### src/rtl/regfile_pkg.sv
// Shared constants and FSM state encoding for the register-file sweep reader.
//   ADDR_W / DATA_W / NREGS : register file geometry (address math wraps mod NREGS)
//   state_t                 : sweep sequencer states
package regfile_pkg;
  localparam int ADDR_W = 5;
  localparam int DATA_W = 32;
  localparam int NREGS  = 2 ** ADDR_W;

  typedef enum logic [1:0] {
    S_IDLE = 2'd0,
    S_READ = 2'd1,
    S_HOLD = 2'd2,
    S_DONE = 2'd3
  } state_t;
endpackage

### src/rtl/sweep_addr_gen.sv
// Sweep pointer / word counter.
//   clk, reset       : clock, async active-low reset
//   load             : latch first_addr and word count N=((last-first) mod NREGS)+1
//   advance          : step to the next beat (ptr += 2, remaining -= 2)
//   first_addr/last_addr : sweep range (inclusive, may wrap)
//   ptr, ptr_hi      : lane 0 / lane 1 read addresses, both registered
//   remaining        : words left including the current beat (1..NREGS)
//   last_beat        : current beat is the final one
//   odd_tail         : current beat carries only lane 0
module sweep_addr_gen
  import regfile_pkg::*;
(
  input  logic              clk,
  input  logic              reset,
  input  logic              load,
  input  logic              advance,
  input  logic [ADDR_W-1:0] first_addr,
  input  logic [ADDR_W-1:0] last_addr,
  output logic [ADDR_W-1:0] ptr,
  output logic [ADDR_W-1:0] ptr_hi,
  output logic [ADDR_W:0]   remaining,
  output logic              last_beat,
  output logic              odd_tail
);
  // Truncating subtraction gives the mod-NREGS span directly.
  logic [ADDR_W-1:0] span;
  assign span = last_addr - first_addr;

  always_ff @(posedge clk or negedge reset) begin
    if (!reset) begin
      ptr       <= '0;
      ptr_hi    <= '0;
      remaining <= '0;
    end else if (load) begin
      ptr       <= first_addr;
      ptr_hi    <= first_addr + ADDR_W'(1);
      remaining <= {1'b0, span} + (ADDR_W+1)'(1);
    end else if (advance) begin
      ptr       <= ptr + ADDR_W'(2);
      ptr_hi    <= ptr_hi + ADDR_W'(2);
      remaining <= remaining - (ADDR_W+1)'(2);
    end
  end

  assign last_beat = (remaining <= (ADDR_W+1)'(2));
  assign odd_tail  = (remaining == (ADDR_W+1)'(1));
endmodule

### src/rtl/regfile_sweep_reader.sv
// Read-side sequencer for the 32x32 register file. A start pulse sweeps
// first_addr..last_addr (wrapping), reading two registers per beat and
// streaming {lane1,lane0} on a valid/ready port, while accumulating a
// checksum of every valid word.
//   clk, reset          : clock, async active-low reset
//   start, abort        : sweep request (IDLE only) / synchronous cancel
//   first_addr,last_addr: inclusive sweep range, sampled on accepted start
//   sr1, sr2, rdData1/2 : register file read ports (combinational data)
//   out_*               : beat stream; out_mask=01 marks an odd final beat
//   busy, done          : status; done pulses once after the final handshake
//   checksum            : running sum of valid words, held until next start
module regfile_sweep_reader
  import regfile_pkg::*;
(
  input  logic                clk,
  input  logic                reset,
  input  logic                start,
  input  logic                abort,
  input  logic [ADDR_W-1:0]   first_addr,
  input  logic [ADDR_W-1:0]   last_addr,
  output logic [ADDR_W-1:0]   sr1,
  output logic [ADDR_W-1:0]   sr2,
  input  logic [DATA_W-1:0]   rdData1,
  input  logic [DATA_W-1:0]   rdData2,
  output logic                out_valid,
  input  logic                out_ready,
  output logic [ADDR_W-1:0]   out_addr,
  output logic [2*DATA_W-1:0] out_data,
  output logic [1:0]          out_mask,
  output logic                out_last,
  output logic                busy,
  output logic                done,
  output logic [DATA_W-1:0]   checksum
);
  state_t            state;
  logic [ADDR_W-1:0] ptr, ptr_hi;
  logic [ADDR_W:0]   remaining;
  logic              last_beat, odd_tail;
  logic              load, advance, hs, abort_now;
  logic [DATA_W-1:0] lane1_word;

  assign abort_now = abort && (state != S_IDLE);
  assign hs        = out_valid && out_ready;
  assign load      = (state == S_IDLE) && start && !abort;
  // abort wins over a simultaneous handshake, so the pointer must not move
  assign advance   = (state == S_HOLD) && hs && !out_last && !abort;

  sweep_addr_gen u_addr (
    .clk        (clk),
    .reset      (reset),
    .load       (load),
    .advance    (advance),
    .first_addr (first_addr),
    .last_addr  (last_addr),
    .ptr        (ptr),
    .ptr_hi     (ptr_hi),
    .remaining  (remaining),
    .last_beat  (last_beat),
    .odd_tail   (odd_tail)
  );

  assign sr1  = ptr;
  assign sr2  = ptr_hi;
  assign busy = (state != S_IDLE);

  // Lane 1 of an odd final beat lies outside the range: zero it in both
  // the output and the checksum.
  assign lane1_word = odd_tail ? '0 : rdData2;

  always_ff @(posedge clk or negedge reset) begin
    if (!reset) begin
      state     <= S_IDLE;
      out_valid <= 1'b0;
      out_addr  <= '0;
      out_data  <= '0;
      out_mask  <= '0;
      out_last  <= 1'b0;
      done      <= 1'b0;
      checksum  <= '0;
    end else begin
      done <= 1'b0;
      if (abort_now) begin
        state     <= S_IDLE;
        out_valid <= 1'b0;
        out_last  <= 1'b0;
      end else begin
        case (state)
          S_IDLE: if (load) begin
            checksum <= '0;
            state    <= S_READ;
          end
          S_READ: begin
            out_data  <= {lane1_word, rdData1};
            out_valid <= 1'b1;
            out_mask  <= odd_tail ? 2'b01 : 2'b11;
            out_last  <= last_beat;
            out_addr  <= ptr;
            checksum  <= checksum + rdData1 + lane1_word;
            state     <= S_HOLD;
          end
          S_HOLD: if (hs) begin
            out_valid <= 1'b0;
            if (out_last) begin
              done  <= 1'b1;
              state <= S_DONE;
            end else begin
              state <= S_READ;
            end
          end
          S_DONE: begin
            out_last <= 1'b0;
            state    <= S_IDLE;
          end
          default: state <= S_IDLE;
        endcase
      end
    end
  end
endmodule

### config.mk
export PLATFORM = sky130hd
export DESIGN_NAME = regfile_sweep_reader
export DESIGN_NICKNAME = d
export VERILOG_FILES = /design/src/rtl/regfile_pkg.sv /design/src/rtl/sweep_addr_gen.sv /design/src/rtl/regfile_sweep_reader.sv
export SDC_FILE = /design/constraint.sdc
export NUM_CORES = 1
export LEC_CHECK = 0
export BUFFER_PORTS_ARGS = -buffer_cell sky130_fd_sc_hd__clkbuf_2
export CAP_MARGIN = 20
export CORE_MARGIN = 1.5
export CORE_UTILIZATION = 40
export CTS_BUF_LIST = sky130_fd_sc_hd__clkbuf_16
export DETAILED_ROUTE_END_ITERATION = 8
export GPL_TIMING_DRIVEN = 1
export PLACE_DENSITY = 0.7
export SYNTH_ARGS = -nofsm -noshare
export SYNTH_HDL_FRONTEND = slang
export SYNTH_HIERARCHICAL = 1
export SYNTH_SLANG_ARGS = --single-unit
export TNS_END_PERCENT = 30
### constraint.sdc
create_clock -name clk -period 5 [get_ports clk]
set_input_delay 0.25 -clock clk [delete_from_list [all_inputs] [get_ports clk]]
set_output_delay 0.25 -clock clk [all_outputs]
set_load 0.01 [all_outputs]
# Word level (Yosys, flattened, before mapping)
# Cells that the tools add are included.
[word_totals]
in_bits = 79
out_inout_bits = 117
wordCells = 71
reg_bits = 124
[classes]
add_sub_neg = 8
reduce_logical = 19
n_eq_ne = 7
bitwise = 1
mux = 24
n_lt_le_gt_ge = 1
[ops]
columns = ["cell", "count"]
rows = [
  ["32-bit adder", 2],
  ["32-bit two-way mux", 2],
  ["32-bit one-hot mux with 2 select lines", 1],
  ["5-bit two-way mux", 4],
  ["6-bit two-way mux", 2],
  ["5-bit by 2-bit adder with 5-bit output, second input constant", 2],
  ["2-bit two-way mux", 5],
  ["2-bit one-hot mux with 4 select lines", 1],
  ["1-bit logical AND", 7],
  ["1-bit two-way mux", 7],
  ["5-bit by 1-bit adder with 6-bit output, second input constant", 1],
  ["6-bit by 1-bit equality test with 1-bit output, second input constant", 1],
  ["6-bit by 2-bit less-or-equal comparator with 1-bit output, second input constant", 1],
  ["3-bit inequality test, second input constant", 2],
  ["2-bit AND reduction", 3],
  ["2-bit nonzero test", 3],
  ["3-bit nonzero test", 2],
  ["6-bit by 2-bit subtractor with 6-bit output, second input constant", 1],
  ["5-bit by 1-bit adder with 5-bit output, second input constant", 1],
  ["5-bit subtractor", 1],
  ["2-bit equality test, second input constant", 2],
  ["1-bit one-hot mux with 2 select lines", 2],
  ["3-bit AND reduction", 1],
  ["2-bit by 1-bit equality test with 1-bit output, second input constant", 1],
  ["other kinds (4)", 5],
]

# Logic depth before layout (Yosys ltp)
# Gate-level depths: netlist (run 1).
[depth]
depth_word = 6
mapped_depth = 14
ltp_nobuf = 13

# By module
# Netlist (run 1), hierarchy kept.
[modules_own_cells]
columns = ["module", "instances", "seq_area_each_um2", "cells_per_inst", "area_per_inst_um2"]
rows = [
  ["regfile_sweep_reader", 1, 2702.6, 668, 6558.8],
  ["sweep_addr_gen", 1, 400.4, 112, 1072.3],
]

# Least setup slack after synthesis (run 1)
# OpenSTA, ideal clock, no wires.
[synth_timing]
path_type = "reg-to-reg"
start = "register u_addr.remaining[3]"
end = "register checksum[27]"
path_buffers = 1
synth_period_minus_slack_ps = 4325
setup_time_ps = 133
required_time_ps = 4867
arrival_time_ps = 4192
path_stages_with_launch = 15
slack_ps = 675
cell_sequence = "dfrtp_1 > or4_1 > nor3b_1 > clkbuf_1 > nor2b_1 > fa_1 > ha_1 > fa_1 > a211oi_1 > o21ai_0 > a31oi_1 > o2111ai_2 > a31oi_4 > xor2_1 > o21ai_0"
[synth_between]
elab_chain_len = 4
[synth_rtl]
columns = ["element", "line_no", "rtl"]
rows = [
  ["start, declared", "sweep_addr_gen.sv:21", "output logic [ADDR_W:0] remaining,"],
  ["start signal, assigned", "sweep_addr_gen.sv:37", "remaining <= {1'b0, span} + (ADDR_W+1)'(1);"],
  ["start signal, assigned", "sweep_addr_gen.sv:41", "remaining <= remaining - (ADDR_W+1)'(2);"],
  ["6-bit by 1-bit equality test with 1-bit output", "sweep_addr_gen.sv:46", "assign odd_tail = (remaining == (ADDR_W+1)'(1));"],
  ["via odd_tail", "regfile_sweep_reader.sv:38", "logic last_beat, odd_tail;"],
  ["32-bit two-way mux", "regfile_sweep_reader.sv:68", "assign lane1_word = odd_tail ? '0 : rdData2;"],
  ["via lane1_word[1]", "regfile_sweep_reader.sv:40", "logic [DATA_W-1:0] lane1_word;"],
  ["32-bit adder", "regfile_sweep_reader.sv:98", "checksum <= checksum + rdData1 + lane1_word;"],
  ["32-bit one-hot mux with 2 select lines", "regfile_sweep_reader.sv:87", "case (state)"],
  ["end signal, assigned", "regfile_sweep_reader.sv:98", ""],
  ["end, declared", "regfile_sweep_reader.sv:33", "output logic [DATA_W-1:0] checksum"],
]
# The timed path passes the listed nets, and every way through them passes these cells.
# A chain may end at the register's enable or synchronous reset.

# Worst setup path in the final report (run 1)
# Ends and elaborated chain as after synthesis.

==> results.sh, run 1 <==
export IMPL_outcome="completed"
export IMPL_fmax_mhz=213
export IMPL_grt_max_degree=91
export IMPL_antenna_found_initial=0
export IMPL_insertion_delay_ns=0.42
export IMPL_cts_max_level=4
export IMPL_period_minus_slack_ns=4.69
export IMPL_grt_pass1_vias=6121
export IMPL_drive_above_1_share_pct=29.0
export IMPL_start_util_pct=40.8
export IMPL_seqCellArea_um2=3100
export IMPL_tns_ns=0
export IMPL_synth_area_leaders="dfrtp_1 41%, fa_1 8.7%, nand2_1 8.7%"
export IMPL_tritoncts="yes"
export IMPL_cts_max_path_buffers=2
export IMPL_slew_violations=0
export IMPL_postCtsHoldBufs=1
export IMPL_cp_arrival_ns=4.95
export IMPL_required_ns=5.27
export IMPL_syn_area_per_cell_um2=9.78
export IMPL_synth_top_area_share_pct=40.7
export IMPL_gr_total_overflow=0
export IMPL_power_density_nw_per_um2=574
export IMPL_utilization_pct=50.7
export IMPL_cts_made_buffers=17
export IMPL_dpl_instance_area_um2=8870
export IMPL_coreArea_um2=18700
export IMPL_clk_pin_slew_ns=0.06
export IMPL_cpMaxStageDelayCell="or4_1"
export IMPL_diodes=0
export IMPL_postCtsResizedCells=0
export IMPL_grt_pass1_wl_um=30800
export IMPL_fin_skew_ns=0.00942
export IMPL_final_nets=1122
export IMPL_hold_class="input pin to register"
export IMPL_ant_nets=0
export IMPL_slowest_delay_ns=0.56
export IMPL_drt_pass1_iter_count=6
export IMPL_clkSinkCount=124
export IMPL_cts_root_buf="clkbuf_16"
export IMPL_period_share_pct=93.7
export IMPL_ys_ff_latch=124
export IMPL_fin_cells=1217
export IMPL_final_cell_area_um2=9480
export IMPL_io_pins=196
export IMPL_ir_drop_mv=0.249
export IMPL_path_max_fanout=23
export IMPL_hold_viol_final=0
export IMPL_first_iter_violations=227
export IMPL_ys_warn_count=6
export IMPL_cap_viol_max_count=0
export IMPL_dp_hpwl_um=14100
export IMPL_finalSetupViolations=0
export IMPL_fp_dieH_um=141
export IMPL_wl_per_cell_um=15.5
export IMPL_crit_buf_inv=1
export IMPL_rows=50
export IMPL_num_vias=6301
export IMPL_relSlewSlack_pct=42.5
export IMPL_wl_um=18800
export IMPL_multi_input_area_um2=4340
export IMPL_path_cells="or4_1 -> nor3b_2 -> buf_4 -> nor2b_1 -> fa_1 -> fa_1 -> a211oi_1 -> o21ai_0 -> a31oi_1 -> o2111ai_2 -> a31oi_4 -> xor2_1 -> o21ai_0"
export IMPL_port_buffer_count=195
export IMPL_synth_edf_count=0
export IMPL_grt_total_usage_pct=19.6
export IMPL_syn_cell_area_um2=7630
export IMPL_crit_family="compound AO/OA/AOI/OAI gates"
export IMPL_total_leakage_power_uw=0.00467
export IMPL_start_kind="register"
export IMPL_synth_area_leader_cell="dfrtp_1"
export IMPL_synth_cell_types=67
export IMPL_fp_dieArea_um2=19900
export IMPL_power_total_uw=5440
export IMPL_synth_ff_type="dfrtp_1"
export IMPL_critical_path_class="register to register"
export IMPL_syn_num_nets=931
export IMPL_dp_cells=1184
export IMPL_drc=0
export IMPL_fillers=1706
export IMPL_synthArstFlopShare_pct=100
export IMPL_max_slew_worst_pin_slew_ns=0.862
export IMPL_grt_setup_unrepaired="no"
export IMPL_syn_inst=780
export IMPL_drt_vias_per_instance=5.18
export IMPL_area_growth_pct=24.2
export IMPL_gp_congestion=0.834
export IMPL_seq_area_frac_synth_pct=40.7
export IMPL_post_cts_setup_buffers=0
export IMPL_end_kind="register"
export IMPL_die_x_um=141
## path summary, 6_finish.rpt
kind / startpoint / to / slack [ns] / cells past startpoint
min in group asynchronous: reset / out_data[14] / 0.48 / 2
hold reg to reg: out_mask[0] / out_mask[0] / 0.46 / 1
hold / removal: rdData1[25] / out_data[25] / 0.05 / 3
max in group asynchronous: reset / u_addr/ptr[3] / 3.50 / 3
setup reg to reg: u_addr/remaining[3] / checksum[27] / 0.31 / 13
setup / recovery: u_addr/remaining[3] / checksum[27] / 0.31 / 13
## tightest hold or removal path, delay by kind of cell
family	cells	cell delay (ns)
buffers and inverters	1	0.10
AND/OR/NAND/NOR	2	0.09
## cells in the final DEF, fill, tap and decap left out, types with 5 or more instances in the layout
| cell | synthesis | layout |
|---|---|---|
| clkbuf_2 | 2 | 194 |
| nand2_1 | 176 | 176 |
| dfrtp_1 | 124 | 124 |
| o21ai_0 | 49 | 49 |
| ha_1 | 39 | 39 |
| nor2b_1 | 34 | 34 |
| mux2_2 | 34 | 34 |
| fa_1 | 33 | 33 |
| a21oi_1 | 32 | 32 |
| nor2_1 | 25 | 24 |
| xnor2_1 | 24 | 24 |
| inv_1 | 22 | 22 |
| clkbuf_16 | 0 | 17 |
| xor2_1 | 15 | 15 |
| a21o_1 | 11 | 11 |
| nand3_1 | 10 | 10 |
| nand2b_1 | 9 | 9 |
| buf_4 | 0 | 9 |
| nand4_1 | 7 | 7 |
| a31oi_1 | 6 | 6 |
| o211ai_1 | 5 | 5 |
| nor3_1 | 6 | 5 |
| and3_1 | 5 | 5 |
| a211oi_1 | 5 | 5 |
| clkinv_2 | 0 | 5 |
## cell families (layout without fill, tap and decap cells)
| kind of cell | after synthesis | count (layout) | share of synthesized area (%) |
|---|---|---|---|
| AND/OR/NAND/NOR | 293 | 293 | 17.5 |
| flip-flops | 124 | 124 | 40.7 |
| AO/OA/AOI/OAI | 158 | 158 | 13.8 |
| XOR/XNOR | 40 | 40 | 4.69 |
| adder cells (fa/ha/maj) | 72 | 72 | 15.1 |
| buffers and inverters | 56 | 259 | 2.90 |
| multiplexers | 37 | 37 | 5.41 |
## sequential cells by signal (all words and copies together), names as in the netlist, 2 cells and up
| signal | cells |
|---|---|
| u_addr/ptr | 5 |
| u_addr/remaining | 6 |
| checksum | 32 |
| u_addr/ptr_hi | 5 |
| out_addr | 5 |
| out_mask | 2 |
| out_data | 64 |
| state | 2 |
## layout make-up
type | instances | share of cell area [%]
clock inverter | 14 | 1.62
timing repair buffer | 206 | 11.4
sequential | 124 | 32.7
multi-input combinational | 600 | 45.8
tap | 234 | 3.09
clock buffer | 17 | 4.49
inverter | 22 | 0.871
## synthesized netlist by cell type, drive strengths merged, types with 3 or more instances
master / number
a211oi: 5
a21boi: 3
a21o: 11
a21oi: 33
a221o: 4
a22oi: 4
a31oi: 7
and3: 5
and4: 3
buf: 4
clkbuf: 30
dfrtp: 124
fa: 33
ha: 39
inv: 22
mux2: 34
mux2i: 3
nand2: 176
nand2b: 9
nand3: 10
nand4: 7
nor2: 25
nor2b: 34
nor3: 6
o211ai: 5
o21a: 4
o21ai: 51
o311a: 3
o31ai: 3
or2: 4
or3: 3
xnor2: 25
xor2: 15
## through the flow
step	worst slack [ns]	hold slack, ns
detailed placement	0.370	0.402
global placement	0.542	0.401
global route	0.0691	0.0603
finish	0.313	0.0520
floorplan	0.675	-0.0456
CTS	0.340	0.0430
## routing by layer
layer | vias to the layer above | wire [um] | track usage, %
li1 | 3087 | - | -
met1 | 3024 | 8750 | 26.5
met2 | 171 | 8850 | 31.5
met3 | 19 | 1010 | 4.76
met4 | 0 | 209 | 5.32
met5 | - | 0 | 0
## report_power, final
| group | leakage, uW | switching (uW) | internal (uW) |
|---|---|---|---|
| logic | 0.00284 | 1480 | 1130 |
| clock network | 0.000279 | 461 | 771 |
| registers | 0.00155 | 266 | 1330 |
(Power assumes the default switching activity.)
==> run 2: changes to the inputs <==
--- a/config.mk
+++ b/config.mk
@@ -7,12 +7,13 @@
 export LEC_CHECK = 0
 export BUFFER_PORTS_ARGS = -buffer_cell sky130_fd_sc_hd__clkbuf_2
 export CAP_MARGIN = 20
+export CORE_ASPECT_RATIO = 1.25
 export CORE_MARGIN = 1.5
 export CORE_UTILIZATION = 40
 export CTS_BUF_LIST = sky130_fd_sc_hd__clkbuf_16
 export DETAILED_ROUTE_END_ITERATION = 8
+export GPL_ROUTABILITY_DRIVEN = 0
 export GPL_TIMING_DRIVEN = 1
-export PLACE_DENSITY = 0.7
 export SYNTH_ARGS = -nofsm -noshare
 export SYNTH_HDL_FRONTEND = slang
 export SYNTH_HIERARCHICAL = 1
==> run 2 against run 1 <==
  * Non-clock buffer count fell by 2
  * Sequential share of layout area rose by 0.14 points
  * Sequential cell count did not move
  * Wire length rose by 6.6%
  * Sequential power barely moved
  * First-iteration DRC count rose by 37%
  * Maximum frequency rose by 5.6%
  * Largest cell class unchanged
  * Highest routed layer unchanged
  * Clock skew fell by 0.0014 ns
  * Cell count fell by 0.25%
  * Cell area fell by 0.44%
  * Worst setup slack improved by 0.25 ns
==> results.sh, run 2 (synthesis gave the netlist of run 1 again) <==
export IMPL_cts_max_path_buffers=2
export IMPL_drive_above_1_share_pct=28.3
export IMPL_relSlewSlack_pct=47.3
export IMPL_period_share_pct=88.8
export IMPL_drc=0
export IMPL_setup_ws_ns=0.560
export IMPL_rrSetupSlack_ns=0.56
export IMPL_largest_reg_flops=64
export IMPL_clk_pin_slew_ns=0.06
export IMPL_final_common_cell="clkbuf_2"
export IMPL_layout_common_cells="194 x clkbuf_2, 176 x nand2_1, 124 x dfrtp_1"
export IMPL_whs_path_depth=3
export IMPL_tritoncts="yes"
export IMPL_grt_pass1_wl_um=32400
export IMPL_cpMaxStageDelayCell="or4_1"
export IMPL_fin_skew_ns=0.00804
export IMPL_startpoint="u_addr/remaining[3]"
export IMPL_reg2reg_from="u_addr/remaining[3]"
export IMPL_hp_start="rdData1[9]"
export IMPL_gr_total_overflow=0
export IMPL_slowest_delay_ns=0.56
export IMPL_clkSinkCount=124
export IMPL_die_x_um=127
export IMPL_tns_ns=0
export IMPL_fmax_mhz=225
export IMPL_coreArea_um2=18700
export IMPL_fillers=1821
export IMPL_reg2reg_to="checksum[29]"
export IMPL_outcome="completed"
export IMPL_wl_per_cell_um=16.5
export IMPL_critical_path_class="register to register"
export IMPL_grt_setup_unrepaired="no"
export IMPL_total_leakage_power_uw=0.00467
export IMPL_io_pins=196
export IMPL_ir_drop_mv=0.264
export IMPL_ant_nets=0
export IMPL_drt_pass1_iter_count=4
export IMPL_reg_top3="out_data (64), checksum (32), u_addr/remaining (6)"
export IMPL_fin_cells=1214
export IMPL_largest_register="out_data"
export IMPL_crit_buf_inv=1
export IMPL_post_cts_setup_buffers=0
export IMPL_r2r_cells=13
export IMPL_start_util_pct=40.8
export IMPL_place_ws_ns=0.511
export IMPL_finalSetupViolations=0
export IMPL_wl_um=20100
export IMPL_multi_input_area_um2=4340
export IMPL_hold_class="input pin to register"
export IMPL_hold_viol_final=0
export IMPL_first_iter_violations=312
export IMPL_drt_vias_per_instance=5.14
export IMPL_cts_max_level=4
export IMPL_crit_family="simple AND/OR/NAND/NOR gates"
export IMPL_path_cells="or4_1 -> nor3b_2 -> buf_4 -> nor2b_1 -> fa_1 -> ha_1 -> o21ai_0 -> o21ai_0 -> a31oi_1 -> o2111ai_2 -> a31oi_4 -> or4_1 -> nand3_1"
export IMPL_dp_hpwl_um=14500
export IMPL_holdPathEnd="out_data[9]"
export IMPL_antenna_found_initial=0
export IMPL_cp_arrival_ns=4.80
export IMPL_cap_viol_max_count=0
export IMPL_insertion_delay_ns=0.43
export IMPL_end_kind="register"
export IMPL_fp_dieArea_um2=19900
export IMPL_port_buffer_count=195
export IMPL_postCtsResizedCells=0
export IMPL_diodes=0
export IMPL_cts_made_buffers=17
export IMPL_required_ns=5.36
export IMPL_final_nets=1120
export IMPL_cts_root_buf="clkbuf_16"
export IMPL_period_minus_slack_ns=4.44
export IMPL_area_growth_pct=23.7
export IMPL_fp_dieH_um=157
export IMPL_num_vias=6234
export IMPL_power_density_nw_per_um2=573
export IMPL_grt_total_usage_pct=20.8
export IMPL_slew_violations=0
export IMPL_postCtsHoldBufs=1
export IMPL_power_total_uw=5410
export IMPL_grt_pass1_vias=6292
export IMPL_path_max_fanout=15
export IMPL_grt_max_degree=81
export IMPL_rows=56
export IMPL_start_kind="register"
export IMPL_max_slew_worst_pin_slew_ns=0.790
export IMPL_seqCellArea_um2=3100
export IMPL_dp_cells=1180
==> run 2: changes by cell type in the layout (fill, tap and decap cells not counted), sizes merged <==
cell / delta
inv: +5
buf: -2
clkinvlp: -2
bufinv: -1
clkinv: -1
==> run 2: how the worst max path moves through the flow <==
stage / cells past startpoint / to / slack, ns
after floorplan: 14 / checksum[27] / 0.68
after global placement: 13 / checksum[29] / 0.64
after detailed placement: 13 / checksum[29] / 0.51
after CTS: 13 / checksum[29] / 0.51
after global routing: 13 / checksum[29] / 0.26
final: 13 / checksum[29] / 0.56
==> run 2: tightest hold or removal path, cell delays in order <==
cell and delay, ns:
clkbuf_2 0.10, nand2_1 0.05, nand2_1 0.05
==> run 2: power breakdown <==
group          internal, uW  switching (uW)
Clock                   713             459
Sequential             1330             272
Combinational          1140            1500
Total                  3180            2230
==> run 2: through the flow <==
step	hold WS, ns	area [um2]	utilization, %
3_5_place_dp	0.364	8860	47.4
2_1_floorplan	-0.0456	7630	-
3_3_place_gp	0.355	8860	47.4
6_report	0.0581	9440	50.4
4_1_cts	0.0490	9420	50.3
5_1_grt	0.0687	9440	50.4
==> run 2: final cells by class <==
class | count | share of cell area (%)
Multi-Input combinational cell | 600 | 46.0
Inverter | 22 | 0.875
Tap cell | 232 | 3.08
Timing Repair Buffer | 204 | 11.4
Clock inverter | 15 | 1.25
Clock buffer | 17 | 4.51
Sequential cell | 124 | 32.9
==> run 2: per-layer routing <==
metal / vias up / part of all wire, % / global-route usage (%)
li1: 3081 / - / -
met1: 3001 / 44 / 25.6
met2: 136 / 50 / 36.7
met3: 16 / 4.3 / 4.32
met4: 0 / 1.3 / 6.02
met5: - / 0 / 0
==> run 3: changes to the inputs <==
--- a/config.mk
+++ b/config.mk
@@ -5,7 +5,7 @@
 export SDC_FILE = /design/constraint.sdc
 export NUM_CORES = 1
 export LEC_CHECK = 0
-export BUFFER_PORTS_ARGS = -buffer_cell sky130_fd_sc_hd__clkbuf_2
+export BUFFER_PORTS_ARGS = -buffer_cell sky130_fd_sc_hd__buf_4
 export CAP_MARGIN = 20
 export CORE_ASPECT_RATIO = 1.25
 export CORE_MARGIN = 1.5
@@ -16,6 +16,5 @@
 export GPL_TIMING_DRIVEN = 1
 export SYNTH_ARGS = -nofsm -noshare
 export SYNTH_HDL_FRONTEND = slang
-export SYNTH_HIERARCHICAL = 1
 export SYNTH_SLANG_ARGS = --single-unit
 export TNS_END_PERCENT = 30
==> run 3 against run 2 <==
  * Combinational power is 15% higher
  * Highest routed layer unchanged
  * Global-route usage about the same
  * Core utilization rose by 2.2 points
  * Power rose by 8.7%
  * Maximum frequency up 2.8%
  * Critical endpoint is now checksum[31]
  * Register-to-register slack improved by 0.12 ns
  * Largest power group unchanged
==> results.sh, run 3 <==
export IMPL_crit_buf_inv=0
export IMPL_finalSetupViolations=0
export IMPL_fin_cells=1228
export IMPL_synth_area_leaders="dfrtp_1 40%, nand2_1 8.5%, fa_1 8.5%"
export IMPL_syn_num_nets=952
export IMPL_grt_setup_unrepaired="no"
export IMPL_cts_max_level=4
export IMPL_synth_edf_count=0
export IMPL_synth_area_leader_cell="dfrtp_1"
export IMPL_power_density_nw_per_um2=590
export IMPL_start_util_pct=41.1
export IMPL_syn_inst=801
export IMPL_period_minus_slack_ns=4.32
export IMPL_largest_reg_flops=64
export IMPL_port_buffer_count=195
export IMPL_rows=56
export IMPL_ys_warn_count=0
export IMPL_synth_most_common_cell="nand2_1"
export IMPL_max_slew_worst_pin_slew_ns=0.917
export IMPL_crit_top_cell="fa_1"
export IMPL_final_nets=1134
export IMPL_post_cts_setup_buffers=0
export IMPL_hold_class="input pin to register"
export IMPL_largest_register="out_data"
export IMPL_layout_common_cells="199 x buf_4, 177 x nand2_1, 124 x dfrtp_1"
export IMPL_drc=0
export IMPL_reg2reg_from="u_addr.remaining[3]"
export IMPL_fillers=1800
export IMPL_dp_cells=1195
export IMPL_ant_nets=0
export IMPL_seq_area_frac_synth_pct=39.9
export IMPL_whs_path_depth=3
export IMPL_postCtsHoldBufs=1
export IMPL_cpMaxStageDelayCell="nand4_2"
export IMPL_critical_path_class="register to register"
export IMPL_grt_max_degree=92
export IMPL_final_common_cell="buf_4"
export IMPL_r2r_cells=13
export IMPL_rrSetupSlack_ns=0.68
export IMPL_reg2reg_to="checksum[31]"
export IMPL_end_kind="register"
export IMPL_area_growth_pct=28.1
export IMPL_start_kind="register"
export IMPL_ys_ff_latch=124
export IMPL_cts_root_buf="clkbuf_16"
export IMPL_crit_family="compound AO/OA/AOI/OAI gates"
export IMPL_relSlewSlack_pct=38.8
export IMPL_cts_made_buffers=17
export IMPL_ir_drop_mv=0.219
export IMPL_antenna_found_initial=0
export IMPL_multi_input_area_um2=4410
export IMPL_cap_viol_max_count=0
export IMPL_synth_cell_types=69
export IMPL_tns_ns=0
export IMPL_tritoncts="yes"
export IMPL_hp_start="rdData1[31]"
export IMPL_clkSinkCount=124
export IMPL_outcome="completed"
export IMPL_cts_max_path_buffers=2
export IMPL_dp_hpwl_um=14600
export IMPL_slowest_delay_ns=0.47
export IMPL_wl_per_cell_um=16.5
export IMPL_fin_skew_ns=0.0120
export IMPL_syn_cell_area_um2=7780
export IMPL_total_leakage_power_uw=0.00483
export IMPL_first_iter_violations=327
export IMPL_grt_total_usage_pct=20.8
export IMPL_required_ns=5.30
export IMPL_clk_pin_slew_ns=0.06
export IMPL_synth_top_area_share_pct=39.9
export IMPL_slew_violations=0
export IMPL_io_pins=196
export IMPL_num_vias=6407
export IMPL_hold_viol_final=0
export IMPL_syn_area_per_cell_um2=9.71
export IMPL_path_max_fanout=18
export IMPL_gr_total_overflow=0
export IMPL_synthTopCellsByCount="177 x nand2_1, 124 x dfrtp_1, 49 x o21ai_0"
export IMPL_wl_um=20200
export IMPL_die_x_um=128
export IMPL_postCtsResizedCells=0
export IMPL_period_share_pct=86.4
export IMPL_insertion_delay_ns=0.43
export IMPL_fp_dieArea_um2=20300
export IMPL_fp_dieH_um=159
export IMPL_reg_top3="out_data (64), checksum (32), u_addr.remaining (6)"
export IMPL_grt_pass1_vias=6602
export IMPL_drive_above_1_share_pct=28.7
export IMPL_drt_vias_per_instance=5.22
export IMPL_synthArstFlopShare_pct=100
export IMPL_fmax_mhz=232
export IMPL_path_cells="nor3_2 -> nand4_2 -> and2_1 -> fa_1 -> ha_1 -> fa_1 -> a211oi_2 -> o21ai_0 -> a21o_1 -> a31oi_1 -> o211ai_2 -> mux2i_1 -> a221o_1"
export IMPL_grt_pass1_wl_um=33800
export IMPL_cp_arrival_ns=4.62
export IMPL_coreArea_um2=18900
export IMPL_holdPathEnd="out_data[31]"
export IMPL_drt_pass1_iter_count=4
export IMPL_seqCellArea_um2=3100
export IMPL_synth_ff_type="dfrtp_1"
export IMPL_diodes=0
run 3: cell count changes in the layout (fill, tap and decap cells not counted), sizes merged, moves of 6 or more:
cell,before,now
xnor2,25,18
a21o,11,18
clkbuf,211,17
and2,2,34
nor2,25,34
nor2b,34,2
inv,27,20
buf,9,200
nand3,10,16
o22ai,2,8
a21oi,33,41
run 3: power breakdown:
| part | internal [uW] | leakage (uW) | switching, uW |
|---|---|---|---|
| clock | 742 | 0.000285 | 512 |
| sequential | 1330 | 0.00154 | 274 |
| combinational | 1400 | 0.00300 | 1620 |
| total | 3470 | 0.00483 | 2410 |
run 3: cell type report:
class	count	share of cell area, %
multi-input combinational	624	44.3
sequential	124	31.1
timing repair buffer	201	15.2
clock buffer	17	4.27
tap	232	2.91
clock inverter	15	1.64
inverter	15	0.565
run 3: cell families (layout without fill, tap and decap cells):
kind of cell / after synthesis / in the layout / share of synthesized area (%)
AND/OR/NAND/NOR: 307 / 307 / 18.1
buffers and inverters: 53 / 248 / 3.59
adder cells (fa/ha/maj): 72 / 72 / 14.8
flip-flops: 124 / 124 / 39.9
multiplexers: 33 / 33 / 4.75
AO/OA/AOI/OAI: 175 / 175 / 14.7
XOR/XNOR: 37 / 37 / 4.17
run 3: routing by layer:
layer,track usage (%),share of wire (%)
met3,3.94,4.3
met4,6.44,1.4
met2,35.9,51
met1,26.3,43
met5,0,0
run 3: worst reg2reg max path, stage by stage (launching register included):
cell and delay, ns:
dfrtp_1 0.44, nor3_2 0.24, nand4_2 0.47, and2_1 0.39, fa_1 0.43, ha_1 0.24, fa_1 0.44, a211oi_2 0.27
o21ai_0 0.17, a21o_1 0.25, a31oi_1 0.32, o211ai_2 0.13, mux2i_1 0.13, a221o_1 0.27
run 3: worst max path at each step:
stage / cells past startpoint / endpoint / startpoint / slack, ns
final: 13 / checksum[31] / u_addr.remaining[3] / 0.68
after global routing: 13 / checksum[31] / u_addr.remaining[3] / 0.38
after CTS: 13 / checksum[31] / u_addr.remaining[3] / 0.59
after detailed placement: 13 / checksum[31] / u_addr.remaining[3] / 0.64
after global placement: 13 / checksum[31] / u_addr.remaining[3] / 0.81
after floorplan: 14 / checksum[31] / u_addr.remaining[3] / 1.29
run 3: stage by stage:
stage | setup WS [ns] | power [uW] | util, % | hold WS [ns] | area [um2]
finish | 0.681 | 5880 | 52.7 | 0.0352 | 9970
global route | 0.376 | 6350 | 52.7 | 0.0377 | 9970
CTS | 0.587 | 5940 | 52.7 | 0.0202 | 9970
global placement | 0.813 | 4640 | 49.5 | 0.413 | 9370
detailed placement | 0.636 | 4650 | 49.5 | 0.406 | 9370
floorplan | 1.29 | 3640 | - | -0.0456 | 7780
